==> src/rtl/mem_port_arbiter.sv <==
// Single-port memory arbiter shared by an instruction-fetch port and a data port.
// Data accesses win by default; a 2-bit starvation counter forces a fetch grant after two back-to-back data grants.
module mem_port_arbiter #(
    parameter int AW      = 10,
    parameter int DW      = 32,
    parameter int TIMEOUT = 15
) (
    input  logic          clk,
    input  logic          rst,
    input  logic          if_req,
    input  logic [AW-1:0] if_addr,
    output logic [DW-1:0] if_rdata,
    output logic          if_ack,
    input  logic          mem_req,
    input  logic          mem_we,
    input  logic [AW-1:0] mem_addr,
    input  logic [DW-1:0] mem_wdata,
    output logic [DW-1:0] mem_rdata,
    output logic          mem_ack,
    output logic          bus_req,
    output logic          bus_we,
    output logic [AW-1:0] bus_addr,
    output logic [DW-1:0] bus_wdata,
    input  logic [DW-1:0] bus_rdata,
    input  logic          bus_ready,
    output logic          if_stall,
    output logic          mem_stall,
    output logic          timeout_err
);
    localparam int WW = $clog2(TIMEOUT + 1);

    typedef enum logic [1:0] {IDLE, D_ACC, I_ACC} state_e;

    state_e        state_q, state_d;
    logic          bus_req_q, bus_req_d;
    logic          bus_we_q, bus_we_d;
    logic [AW-1:0] bus_addr_q, bus_addr_d;
    logic [DW-1:0] bus_wdata_q, bus_wdata_d;
    logic [DW-1:0] if_rdata_q, if_rdata_d;
    logic [DW-1:0] mem_rdata_q, mem_rdata_d;
    logic          if_ack_q, if_ack_d;
    logic          mem_ack_q, mem_ack_d;
    logic [1:0]    starve_q, starve_d;
    logic [WW-1:0] wait_q, wait_d;
    logic          terr_q, terr_d;

    // A port whose ack is on the output this cycle must not be re-granted on its held request.
    logic if_go, mem_go;
    assign if_go  = if_req & ~if_ack_q;
    assign mem_go = mem_req & ~mem_ack_q;

    always_ff @(posedge clk) begin
        if (rst) begin
            state_q     <= IDLE;
            bus_req_q   <= 1'b0;
            bus_we_q    <= 1'b0;
            bus_addr_q  <= '0;
            bus_wdata_q <= '0;
            if_rdata_q  <= '0;
            mem_rdata_q <= '0;
            if_ack_q    <= 1'b0;
            mem_ack_q   <= 1'b0;
            starve_q    <= '0;
            wait_q      <= '0;
            terr_q      <= 1'b0;
        end else begin
            state_q     <= state_d;
            bus_req_q   <= bus_req_d;
            bus_we_q    <= bus_we_d;
            bus_addr_q  <= bus_addr_d;
            bus_wdata_q <= bus_wdata_d;
            if_rdata_q  <= if_rdata_d;
            mem_rdata_q <= mem_rdata_d;
            if_ack_q    <= if_ack_d;
            mem_ack_q   <= mem_ack_d;
            starve_q    <= starve_d;
            wait_q      <= wait_d;
            terr_q      <= terr_d;
        end
    end

    always_comb begin
        state_d = state_q;
        case (state_q)
            IDLE: begin
                if (mem_go && !(starve_q == 2'd2 && if_go)) state_d = D_ACC;
                else if (if_go)                             state_d = I_ACC;
            end
            D_ACC, I_ACC: begin
                // The cycle that would be the TIMEOUT-th wait ends the access instead.
                if (bus_ready || wait_q == WW'(TIMEOUT - 1)) state_d = IDLE;
            end
            default: state_d = IDLE;
        endcase
    end

    logic in_acc, finish, timed_out;

    always_comb begin
        bus_req_d   = (state_d != IDLE);
        bus_we_d    = bus_we_q;
        bus_addr_d  = bus_addr_q;
        bus_wdata_d = bus_wdata_q;
        if_rdata_d  = if_rdata_q;
        mem_rdata_d = mem_rdata_q;
        if_ack_d    = 1'b0;
        mem_ack_d   = 1'b0;
        starve_d    = starve_q;
        wait_d      = wait_q;
        terr_d      = terr_q;
        in_acc      = (state_q != IDLE);
        finish      = in_acc && (state_d == IDLE);
        timed_out   = finish && !bus_ready;

        if (state_q == IDLE && state_d == D_ACC) begin
            bus_we_d    = mem_we;
            bus_addr_d  = mem_addr;
            bus_wdata_d = mem_wdata;
            wait_d      = '0;
            if (if_go) starve_d = (starve_q == 2'd2) ? 2'd2 : starve_q + 2'd1;
        end
        if (state_q == IDLE && state_d == I_ACC) begin
            bus_we_d    = 1'b0;
            bus_addr_d  = if_addr;
            bus_wdata_d = '0;
            wait_d      = '0;
            starve_d    = '0;
        end

        if (in_acc && !bus_ready) wait_d = wait_q + WW'(1);

        if (finish) begin
            if (state_q == I_ACC) begin
                if_ack_d   = 1'b1;
                if_rdata_d = timed_out ? '0 : bus_rdata;
            end else begin
                mem_ack_d = 1'b1;
                if (!bus_we_q) mem_rdata_d = timed_out ? '0 : bus_rdata;
            end
        end
        if (timed_out) terr_d = 1'b1;
    end

    assign bus_req     = bus_req_q;
    assign bus_we      = bus_we_q;
    assign bus_addr    = bus_addr_q;
    assign bus_wdata   = bus_wdata_q;
    assign if_rdata    = if_rdata_q;
    assign mem_rdata   = mem_rdata_q;
    assign if_ack      = if_ack_q;
    assign mem_ack     = mem_ack_q;
    assign timeout_err = terr_q;
    assign if_stall    = if_req & ~if_ack_q;
    assign mem_stall   = mem_req & ~mem_ack_q;

endmodule

==> config.mk <==
export PLATFORM = sky130hd
export DESIGN_NAME = mem_port_arbiter
export DESIGN_NICKNAME = d
export VERILOG_FILES = /design/src/rtl/mem_port_arbiter.sv
export SDC_FILE = /design/constraint.sdc
export NUM_CORES = 1
export LEC_CHECK = 0
export BUFFER_PORTS_ARGS = -buffer_cell sky130_fd_sc_hd__buf_2
export CORE_MARGIN = 2
export CORE_UTILIZATION = 30
export CTS_CLUSTER_DIAMETER = 200
export DETAILED_ROUTE_END_ITERATION = 8
export HOLD_SLACK_MARGIN = 0.15
export MAX_ROUTING_LAYER = met4
export PLACE_DENSITY_LB_ADDON = 0.15
export SLEW_MARGIN = 20
export SYNTH_ARGS = -nofsm -noshare
export SYNTH_HDL_FRONTEND = slang
export SYNTH_SLANG_ARGS = --single-unit
export TNS_END_PERCENT = 30
==> constraint.sdc <==
create_clock -name clk -period 3 [get_ports clk]
set_clock_uncertainty 0.2 [all_clocks]
set_input_delay 0.3 -clock clk [delete_from_list [all_inputs] [get_ports clk]]
set_output_delay 0.3 -clock clk [all_outputs]
set_load 0.1 [all_outputs]
**Word level (Yosys, flattened, before mapping)**

Index checks and enable logic that the tools add are counted.

- Add/sub/neg operators: 2
- Equality and inequality tests: 6
- Muxes and demuxes: 13
- Bitwise gates (word level): 7
- Reductions and logical operators: 22

Operators with widths:

| kind | number |
|---|---|
| $mux 32 | 1 |
| $mux 10 | 2 |
| $mux 4 | 3 |
| $mux 2 | 4 |
| $logic_and 1x1->1 | 7 |
| $eq 2x2->1 const B | 3 |
| $reduce_bool 2->1 | 3 |
| $reduce_or 2->1 | 3 |
| $not 1->1 | 5 |
| $add 4x1->4 const B | 1 |
| $eq 2x1->1 const B | 2 |
| $eq 4x4->1 const B | 1 |
| $logic_not 2->1 | 2 |
| $pmux 2 s2 | 1 |
| $reduce_and 2->1 | 2 |
| $reduce_and 3->1 | 1 |
| $reduce_bool 3->1 | 1 |
| $add 2x1->2 const B | 1 |
| $and 1x1->1 | 2 |
| $logic_not 1->1 | 2 |
| $mux 1 | 2 |
| $logic_or 1x1->1 | 1 |

- Flip-flop bits (word level): 119
- Input port bits: 90

**Depth between registers and ports, before layout**

Gate-level depths: netlist of the first run.

- Depth after elaboration: 12
- Mapped depth: 9
- Depth with buffers taken out: 7

**Worst setup path before layout of the first run**

No wires, ideal clock.

- Path type: reg2reg
- Start: register mem_ack_q (netlist: mem_ack)
- End: register bus_addr_q[6] (netlist: bus_addr[6])
- Library setup time: 123 ps
- Arrival: 3483 ps
- Setup slack: -805 ps
- Cell stages (with the launch flop): 7
- Path buffers: 1
- Clock period less this slack: 3805 ps
- Path through: dfxtp_1 > nor2b_1 > o21ai_0 > a21oi_1 > nand2_1 > clkbuf_1 > a221o_2

- Word-level cells in the longest chain between the ends: 8
- Elaborated cells between the ends (all ways): 11

RTL lines:

| element | RTL line | RTL |
|---|---|---|
| start, declared | 42 | `logic mem_ack_q, mem_ack_d;` |
| start signal, assigned | 75 | `mem_ack_q <= mem_ack_d;` |
| $not 1->1 * | -- |  |
| $and 1x1->1 * | -- |  |
| named net mem_stall | 27 | `output logic mem_stall,` |
| $logic_and 1x1->1 * | 86 | `if (mem_go && !(starve_q == 2'd2 && if_go)) state_d = D_ACC;` |
| $mux 2 * | 86 |  |
| $pmux 2 s2 * | 84 | `case (state_q)` |
| $eq 2x2->1 or $eq 2x1->1 (tied branches) | 122, 115 |  |
| $logic_and 1x1->1, on equally long branches | 122, 115 |  |
| $mux 10 or $reduce_bool 2->1 (tied branches) | -- |  |
| end signal, assigned | 70 | `bus_addr_q <= bus_addr_d;` |
| end, declared | 37 | `logic [AW-1:0] bus_addr_q, bus_addr_d;` |

Mark *: on every way through the listed nets, which the timed path passes. The rest lies on a longest branch.
A chain may end at the register's enable or synchronous reset.

**Final worst setup path of the first run**

- Start: register if_ack_q (netlist: if_ack)
- End: register bus_addr_q[2] (netlist: bus_addr[2])

- Word-level cells in the longest chain between the ends: 10
- Elaborated cells between the ends (all ways): 14

RTL lines:

| element | RTL line | RTL |
|---|---|---|
| start, declared | 41 | `logic if_ack_q, if_ack_d;` |
| start signal, assigned | 74 | `if_ack_q <= if_ack_d;` |
| $not 1->1 * | 49 | `assign if_go = if_req & ~if_ack_q;` |
| $and 1x1->1 * | 49 |  |
| $logic_and 1x1->1 | 86 |  |
| $logic_not 1->1 | 86 |  |
| $logic_and 1x1->1 | 86 |  |
| $mux 2 * | 86 |  |
| $pmux 2 s2 * | 84 |  |
| $eq 2x2->1 or $eq 2x1->1 (tied branches) | 122, 115 |  |
| $logic_and 1x1->1, on equally long branches | 122, 115 |  |
| $mux 10 or $reduce_bool 2->1 (tied branches) | -- |  |

Mark *: on every way between the ends. The rest lies on a longest branch, timed or not.

==> results of run 1 <==
==> stage by stage <==
step                      instance area [um^2]  utilization  hold WS (ns)
after floorplan                           5120            -         0.219
after global placement                    6260        0.376         0.253
after detailed placement                  6260        0.376         0.257
after CTS                                 7670        0.461         0.155
after global routing                      7700        0.463         0.176
final                                     7700        0.463         0.178
==> worst register-to-register path: cells and delay by family, from the launching register on <==
family,cells,cell delay [ns]
buffers and inverters,2,0.66
AO/OA/AOI/OAI,3,1.17
flip-flops,1,0.37
AND/OR/NAND/NOR,2,0.37
==> registers in the layout, indices dropped and copies added (netlist names) <==
register and cells:
mem_ack 1, starve_q 2, state_q 2, wait_q 4, bus_wdata 32, mem_rdata 32, timeout_err 1, bus_req 1
if_rdata 32, bus_addr 10, if_ack 1, bus_we 1
==> repair_timing <==
action                                 4_1_cts  5_1_grt
setup endpoints to repair                    0        3
resized for setup                            0       10
hold buffers                                81        0
endpoints found under the hold margin      114        0
==> final timing paths <==
path	from	to	slack, ns	cells past startpoint
worst max-delay path	if_ack$_SDFF_PP0_	bus_addr[2]$_SDFFE_PP0P_	0.12	7
worst min-delay path	mem_addr[0]	bus_addr[0]$_SDFFE_PP0P_	0.18	4
worst max register to register	if_ack$_SDFF_PP0_	bus_addr[2]$_SDFFE_PP0P_	0.12	7
worst min register to register	if_rdata[8]$_SDFFE_PP0P_	if_rdata[8]$_SDFFE_PP0P_	0.27	2
==> metal layers <==
layer	wire, um	vias to the layer above	track usage
met1	7780	2715	0.241
met5	0	-	-
met3	1120	29	0.0447
met2	8340	228	0.310
met4	313	0	0.0731
li1	-	2738	-
==> cell families (layout without fill, tap and decap cells) <==
family,count (synthesis),after routing,synth area share
simple gates,163,163,0.153
fa+ha+maj,7,7,0.0171
compound gates,233,233,0.300
xor+xnor,1,1,0.00171
buf+inv,71,337,0.0628
flops,119,119,0.466
==> final cells by class <==
class / count / area (um^2) / area share
clock buffer: 19 / 453 / 0.0588
timing repair buffer: 298 / 1930 / 0.251
tap: 220 / 275 / 0.0357
inverter: 7 / 28.8 / 0.00374
sequential: 119 / 2380 / 0.309
clock inverter: 13 / 145 / 0.0188
multi-input combinational: 404 / 2480 / 0.322
==> power by group <==
group | switching (W) | leakage [nW] | total (W) | internal [W]
Combinational | 0.00190 | 2.00 | 0.00236 | 0.000455
Clock | 0.000782 | 0.275 | 0.00206 | 0.00127
Sequential | 0.000117 | 0.969 | 0.00188 | 0.00176
==> cells in the final DEF, fill, tap and decap left out, drive strengths merged, types with 2 or more instances in the layout <==
master and instances:
inv 11, dlygate4sd3 81, nor3b 4, nand2 79, clkinvlp 6, bufinv 2, or3 2, nor4 12
clkbuf 19, nand3 34, nor2b 2, nand4 2, a32oi 64, a221o 10, dfxtp 119, ha 7
buf 217, nand2b 5, nor2 6, a211o 2, a21oi 38, o21ai 103, o31ai 2, nor3 2
o211ai 2, and3 12, a211oi 2
==> flow_summary.yaml, run 1 <==
logic_synthesis:
  netlist.area_leader.share: 0.466
  yosys.area.top_type: "dfxtp_1"
  synth.most_common_cell: "dfxtp_1"
  postSynth.asyncResetShare: 0
  synth-main-ff-cell: "dfxtp_1"
  netlist-cell-type-count: 49
  ys_seq_area_frac: 0.466
  yosysWarnings: 0
  synth_enable_flop_cells: 0
  syn_avg_cell_area_um2: 8.62
  synth_area_leaders: "dfxtp_1, a32oi_1, o21ai_0, nand2_1, a21oi_1"
  synthesis.nets: 691
  synth_cells: 594
  ys_ff_latch: 119
  synthTopCellsByCount: "dfxtp_1, o21ai_0, nand2_1"
  synth_area_um2: 5120
run:
  maxCapViolations: 0
die:
  core_um2: 16600
  start_util: 0.307
  die_h_um: 135
  std_cell_rows: 47
  die_x_um: 135
  ios: 203
  die_area_um2: 18100
sta:
  period_needed_ns: 2.88
  fmax_ghz: 0.347
  maxSlewViolCount: 0
  tightestPinTransition_ns: 0.728
  hold_violations: 0
  fin_crit_sh: 0.961
  setup_tns_ns: 0
  fin_ws_ns: 0.118
  setup_viol_count_final: 0
  slew_headroom: 0.515
critical_path:
  cp.required_ns: 3.10
  path_max_fanout: 12
  slowest_stage: "dlygate4sd3_1"
  critPathTopFamily: "compound AO/OA/AOI/OAI gates"
  critPathMaxStageDelay_ns: 0.55
  cp-end-kind: "flop"
  crit_chain: "nand2b_1 -> inv_2 -> o21ai_0 -> a211o_4 -> nor2_4 -> a221o_1 -> dlygate4sd3_1"
  worstSetupStartpointType: "flop"
  worst-path-buf-inv: 2
  cp.arrival_ns: 2.98
  crit_type: "flop to flop"
global_route:
  grt_pass1_vias: 5454
  antenna_found_initial: 0
  grt_pass1_wl_mm: 27.5
  grt_start_max_net_pins: 80
  grt_overflow: 0
  grt_use_total: 0.194
hold_path:
  hold_class: "primary input to flop"
layout:
  n_antenna_cell: 0
  n_fill_cell: 1608
  final_nets: 944
  area_delta_synth_final_pct: 50.5
  fin_cells: 1080
  layout-drive-gt1-share: 0.315
power:
  fin_total_pwr_w: 0.00630
  power.leakage_nw: 3.24
  p_per_area_nw_per_um2: 817
  peakVddDrop_mv: 0.555
detailed_routing:
  drc: 0
  post_drt_wl_per_cell_um: 16.3
  viasPerCell: 5.29
  vias: 5710
  first_pass_iters: 5
  routed_wl_mm: 17.6
  drt_iter0_markers: 412
  antenna_left: 0
placed_design:
  place_ws_ns: 0.451
  dp.cells: 967
  hpwl_mm: 11.0
  place_congestion: 0.856
  port_buffers: 202
clocking:
  tritoncts: "done"
  cts_setup_buffers: 0
  clk_pin_slew_ns: 0.06
  insertion_delay_ns: 0.41
  htreeDepth: 4
  cts-root-buf: "clkbuf_16"
  cts.sinks: 119
  cts_buffer_depth: 2
  cts_made_buffers: 17
outcome:
  status: "complete, no violations"
No activity file was read; power rests on OpenSTA's default activity.
==> inputs of run 2 (changes only) <==
Clock period 3 ns to 2.6 ns, I/O delays scaled along.
==> run 2 against run 1 <==
Against the previous run:
- sequential share of layout area is 0.57 points lower
- critical path type unchanged
- largest cell class unchanged
- clock power is 15% higher
- highest routed layer unchanged
- wire length is 2.2% lower
==> flow_summary.yaml, run 2 (synthesis gave the netlist of run 1 again) <==
power:
  fin_total_pwr_w: 0.00733
  p_sw_w: 0.00314
  internal_power_w: 0.00419
  p_clk_frac: 0.324
  power.leakage_nw: 3.33
  peakVddDrop_mv: 0.551
  p_comb_frac: 0.381
  p_per_area_nw_per_um2: 934
  switching_share: 0.429
  power_frac_seq: 0.295
detailed_routing:
  antenna_left: 0
  drc: 0
  first_pass_iters: 5
  vias: 5698
  viasPerCell: 5.23
  drt_iter0_markers: 280
  routed_wl_mm: 17.2
  post_drt_wl_per_cell_um: 15.8
critical_path:
  r2r_cells: 7
  cp-end-kind: "flop"
  reg2reg_from: "state_q[0]$_SDFF_PP0_"
  cp.arrival_ns: 2.51
  cp.required_ns: 2.69
  crit_type: "flop to flop"
  r2r-end: "bus_addr[7]$_SDFFE_PP0P_"
  path_max_fanout: 11
  reg2reg_slack_ns: 0.18
  worstSetupStartpointType: "flop"
sta:
  setup_tns_ns: 0
  slew_headroom: 0.636
  fin_ws_ns: 0.184
  fmax_ghz: 0.414
  period_needed_ns: 2.42
  maxSlewViolCount: 0
  setup_viol_count_final: 0
  tightestPinTransition_ns: 0.547
  hold_violations: 0
  fin_crit_sh: 0.929
  rsz0062_at_grt: "false"
hold_path:
  min_from: "bus_wdata[6]$_SDFFE_PP0P_"
  hold_path_depth: 2
  hold_class: "flop to flop"
  holdPathEnd: "bus_wdata[6]$_SDFFE_PP0P_"
die:
  start_util: 0.307
  die_x_um: 135
  ios: 203
  die_h_um: 135
  std_cell_rows: 47
  core_um2: 16600
  die_area_um2: 18100
placed_design:
  hpwl_mm: 10.9
  port_buffers: 202
  place_congestion: 0.848
  place_ws_ns: 0.0932
clocking:
  cts_buffer_depth: 2
  tritoncts: "done"
  cts.sinks: 119
  cts_setup_buffers: 0
  cts_made_buffers: 17
  cts-root-buf: "clkbuf_16"
  insertion_delay_ns: 0.41
  htreeDepth: 4
  clk_pin_slew_ns: 0.05
global_route:
  grt_overflow: 0
  grt_pass1_wl_mm: 27.1
  top_usage_layer: "met2"
  grt_use_total: 0.192
  grt_start_max_net_pins: 81
  met3_usage: 0.0544
  antenna_found_initial: 0
  grt_use_met2: 0.300
  gr-usage-met1: 0.237
  grt_pass1_vias: 5423
layout:
  n_antenna_cell: 0
  final_nets: 956
  final_common_cell: "buf_2"
  layout-drive-gt1-share: 0.311
  area_delta_synth_final_pct: 53.4
  final_cell_mix: "buf_2, dfxtp_1, o21ai_0"
outcome:
  status: "complete, no violations"
run:
  maxCapViolations: 0
## run 2: metrics by stage
| stage | utilization | hold WS [ns] | cells | cell area, um^2 |
|---|---|---|---|---|
| after global routing | 0.472 | 0.285 | 1090 | 7850 |
| after CTS | 0.472 | 0.264 | 1090 | 7850 |
| final | 0.472 | 0.270 | 1090 | 7850 |
| after detailed placement | 0.384 | 0.263 | 973 | 6380 |
| after global placement | 0.384 | 0.254 | 973 | 6380 |
| after floorplan | - | 0.179 | 594 | 5130 |
## run 2: power by group through the flow
| stage | Sequential, W | Combinational, W | Clock, W |
|---|---|---|---|
| 6_report | 0.00216 | 0.00279 | 0.00237 |
| 4_1_cts | 0.00216 | 0.00279 | 0.00245 |
| 3_5_place_dp | 0.00220 | 0.00269 | 0 |
| 3_3_place_gp | 0.00219 | 0.00266 | 0 |
| 5_1_grt | 0.00219 | 0.00293 | 0.00254 |
| 2_1_floorplan | 0.00360 | 0.000707 | 0 |
## run 2: worst max-delay path, stage by stage, from the launching register on
cell and delay, ns:
dfxtp_1 0.37, inv_1 0.09, ha_1 0.32, nand2b_4 0.06, or2_4 0.26, o211ai_2 0.33
nand2_2 0.25, a221o_2 0.41
## run 2: metal layers
layer,part of all wire,up-vias,routed length (um)
met4,0.021,0,361
met5,0,-,0
met3,0.058,31,1000
met2,0.48,206,8160
met1,0.45,2700,7650
li1,-,2761,-
## run 2: what timing repair did
item	in CTS	in global routing
hold buffers	87	0
endpoints found under the hold margin	115	0
resized for setup	0	1
endpoints found under the setup margin	0	10
## run 2: area by class of cell
type | instances | area [um^2]
Fill cell | 1603 | 8790
Multi-Input combinational cell | 404 | 2450
Sequential cell | 119 | 2380
Timing Repair Buffer | 310 | 2110
Clock buffer | 21 | 470
Tap cell | 220 | 275
Clock inverter | 9 | 125
Inverter | 7 | 31.3
## run 2: worst max path at each step
stage | startpoint | to | slack [ns] | depth (start not counted)
after floorplan | if_ack$_SDFF_PP0_ | bus_addr[6]$_SDFFE_PP0P_ | 0.08 | 7
after global placement | state_q[0]$_SDFF_PP0_ | bus_addr[7]$_SDFFE_PP0P_ | 0.17 | 7
after detailed placement | state_q[0]$_SDFF_PP0_ | bus_addr[7]$_SDFFE_PP0P_ | 0.09 | 7
after CTS | state_q[0]$_SDFF_PP0_ | bus_addr[7]$_SDFFE_PP0P_ | 0.06 | 7
after global routing | state_q[0]$_SDFF_PP0_ | if_ack$_SDFF_PP0_ | 0.02 | 8
final | state_q[0]$_SDFF_PP0_ | bus_addr[7]$_SDFFE_PP0P_ | 0.18 | 7
==> inputs of run 3 (changes only) <==
Settings changed: SETUP_SLACK_MARGIN from default to 0.5.
==> run 3 against run 2 <==
Against the previous run:
- worst hold slack worse by 0.082 ns
- final cell count is 1.6% higher
- clock power is 6% higher
- largest cell class unchanged
- via count is 2.5% higher
- critical path depth is 1 higher
- die area stayed put
- design area is 7.8% higher
- critical path type unchanged
- sequential share of layout area is 2.0 points lower
- core utilization is 3.7 points higher
- global-route usage is 0.47 points higher
- combinational power is 15% higher
==> flow_summary.yaml, run 3 (synthesis gave the netlist of run 1 again) <==
detailed_routing:
  antenna_left: 0
  drt_iter0_markers: 272
  viasPerCell: 5.27
  drc: 0
  vias: 5838
  first_pass_iters: 4
  routed_wl_mm: 18.8
  post_drt_wl_per_cell_um: 17.0
layout:
  n_fill_cell: 1534
  n_antenna_cell: 0
  layout-drive-gt1-share: 0.383
  final_nets: 971
  multi_input_area_um2: 2700
  fin_util: 0.508
  area_delta_synth_final_pct: 65.4
  final_common_cell: "buf_2"
  final_cell_mix: "buf_2, dfxtp_1, dlygate4sd3_1"
  regArea_um2: 2400
sta:
  slew_headroom: 0.654
  whs_ns: 0.188
  fmax_ghz: 0.450
  tightestPinTransition_ns: 0.522
  fin_crit_sh: 0.854
  rsz0062_at_grt: "true"
  setup_viol_count_final: 0
  hold_violations: 0
  period_needed_ns: 2.22
  maxSlewViolCount: 0
  setup_tns_ns: 0
clocking:
  insertion_delay_ns: 0.41
  htreeDepth: 4
  cts_buffer_depth: 2
  cts_made_buffers: 17
  cts.sinks: 119
  clk_pin_slew_ns: 0.06
  cts-root-buf: "clkbuf_16"
  tritoncts: "done"
critical_path:
  cp-end-kind: "flop"
  crit_type: "flop to flop"
  slowest_stage: "dfxtp_4"
  critPathMaxStageDelay_ns: 0.39
  crit_chain: "inv_4 -> ha_4 -> nand2b_4 -> or2_4 -> o211ai_4 -> buf_4 -> nand2_4 -> a221o_2"
  worstSetupStartpointType: "flop"
  path_max_fanout: 11
  cp.arrival_ns: 2.31
  r2r_cells: 8
  cp.required_ns: 2.69
placed_design:
  port_buffers: 202
  place_congestion: 0.874
  hpwl_mm: 10.8
global_route:
  grt_pass1_wl_mm: 28.0
  gr-usage-met1: 0.249
  top_usage_layer: "met2"
  antenna_found_initial: 0
  grt_overflow: 0
  met3_usage: 0.0435
  grt_use_total: 0.196
  grt_use_met2: 0.314
  grt_pass1_vias: 5582
  grt_start_max_net_pins: 95
power:
  peakVddDrop_mv: 0.527
  switching_share: 0.426
  fin_total_pwr_w: 0.00792
  power.leakage_nw: 3.57
  internal_power_w: 0.00454
  p_comb_frac: 0.406
  p_clk_frac: 0.319
  power_frac_seq: 0.275
  p_sw_w: 0.00338
  p_per_area_nw_per_um2: 936
die:
  std_cell_rows: 47
  core_um2: 16600
  start_util: 0.307
  die_h_um: 135
  die_area_um2: 18100
  die_x_um: 135
  ios: 203
hold_path:
  hold_path_depth: 4
  hold_class: "primary input to flop"
run:
  maxCapViolations: 0
outcome:
  status: "complete, no violations"
-- run 3: cell count changes in the layout (fill, tap and decap cells not counted), sizes merged --
cell,before,now
buf,223,233
clkbuf,21,27
bufinv,3,4
clkinv,4,3
dlygate4sd3,87,88
-- run 3: power groups by stage --
stage | sequential, W | clock (W) | combinational, W
global route | 0.00220 | 0.00267 | 0.00335
finish | 0.00217 | 0.00252 | 0.00322
global placement | 0.00219 | 0 | 0.00266
floorplan | 0.00360 | 0 | 0.000748
CTS | 0.00216 | 0.00259 | 0.00294
detailed placement | 0.00220 | 0 | 0.00268
-- run 3: path summary, 6_finish.rpt --
check        slack [ns]                    endpoint                       start
min                0.19      wait_q[1]$_SDFFE_PP0P_                   bus_ready
min reg2reg        0.27  bus_wdata[25]$_SDFFE_PP0P_  bus_wdata[25]$_SDFFE_PP0P_
max                0.38    bus_addr[6]$_SDFFE_PP0P_       state_q[0]$_SDFF_PP0_
max reg2reg        0.38    bus_addr[6]$_SDFFE_PP0P_       state_q[0]$_SDFF_PP0_
-- run 3: final cells by class --
type                    instances  area share
multi-input cells             404       0.319
flip-flops and latches        119       0.284
repair buffers                325       0.282
clock buffers                  23      0.0602
well taps                     220      0.0325
clock inverters                 9      0.0161
inverters                       7     0.00562
-- run 3: through the flow --
step / instances / area (um^2) / worst slack, ns
2_1_floorplan: 594 / 5180 / 0.200
3_3_place_gp: 969 / 6370 / 0.141
3_5_place_dp: 969 / 6370 / 0.0421
4_1_cts: 1095 / 8110 / 0.428
5_1_grt: 1107 / 8460 / 0.317
6_report: 1107 / 8460 / 0.379
-- run 3: layer usage --
metal	vias up	part of all wire
li1	2791	-
met2	219	0.48
met5	-	0
met1	2803	0.44
met3	25	0.057
met4	0	0.016
-- run 3: critical path: cells and delay by family (launching register included) --
family | cells | cell delay (ns)
adder cells (fa/ha/maj) | 1 | 0.26
flip-flops | 1 | 0.39
AND/OR/NAND/NOR | 3 | 0.39
AO/OA/AOI/OAI | 2 | 0.64
buffers and inverters | 2 | 0.22
-- run 3: what timing repair did --
action                     in CTS  in global routing
setup endpoints to repair     116                115
pin swaps                       3                 23
hold buffers                   88                  0
gates cloned                    1                  7
hold endpoints to repair      117                  0
resized for setup              35                 64
buffers inserted                5                  5
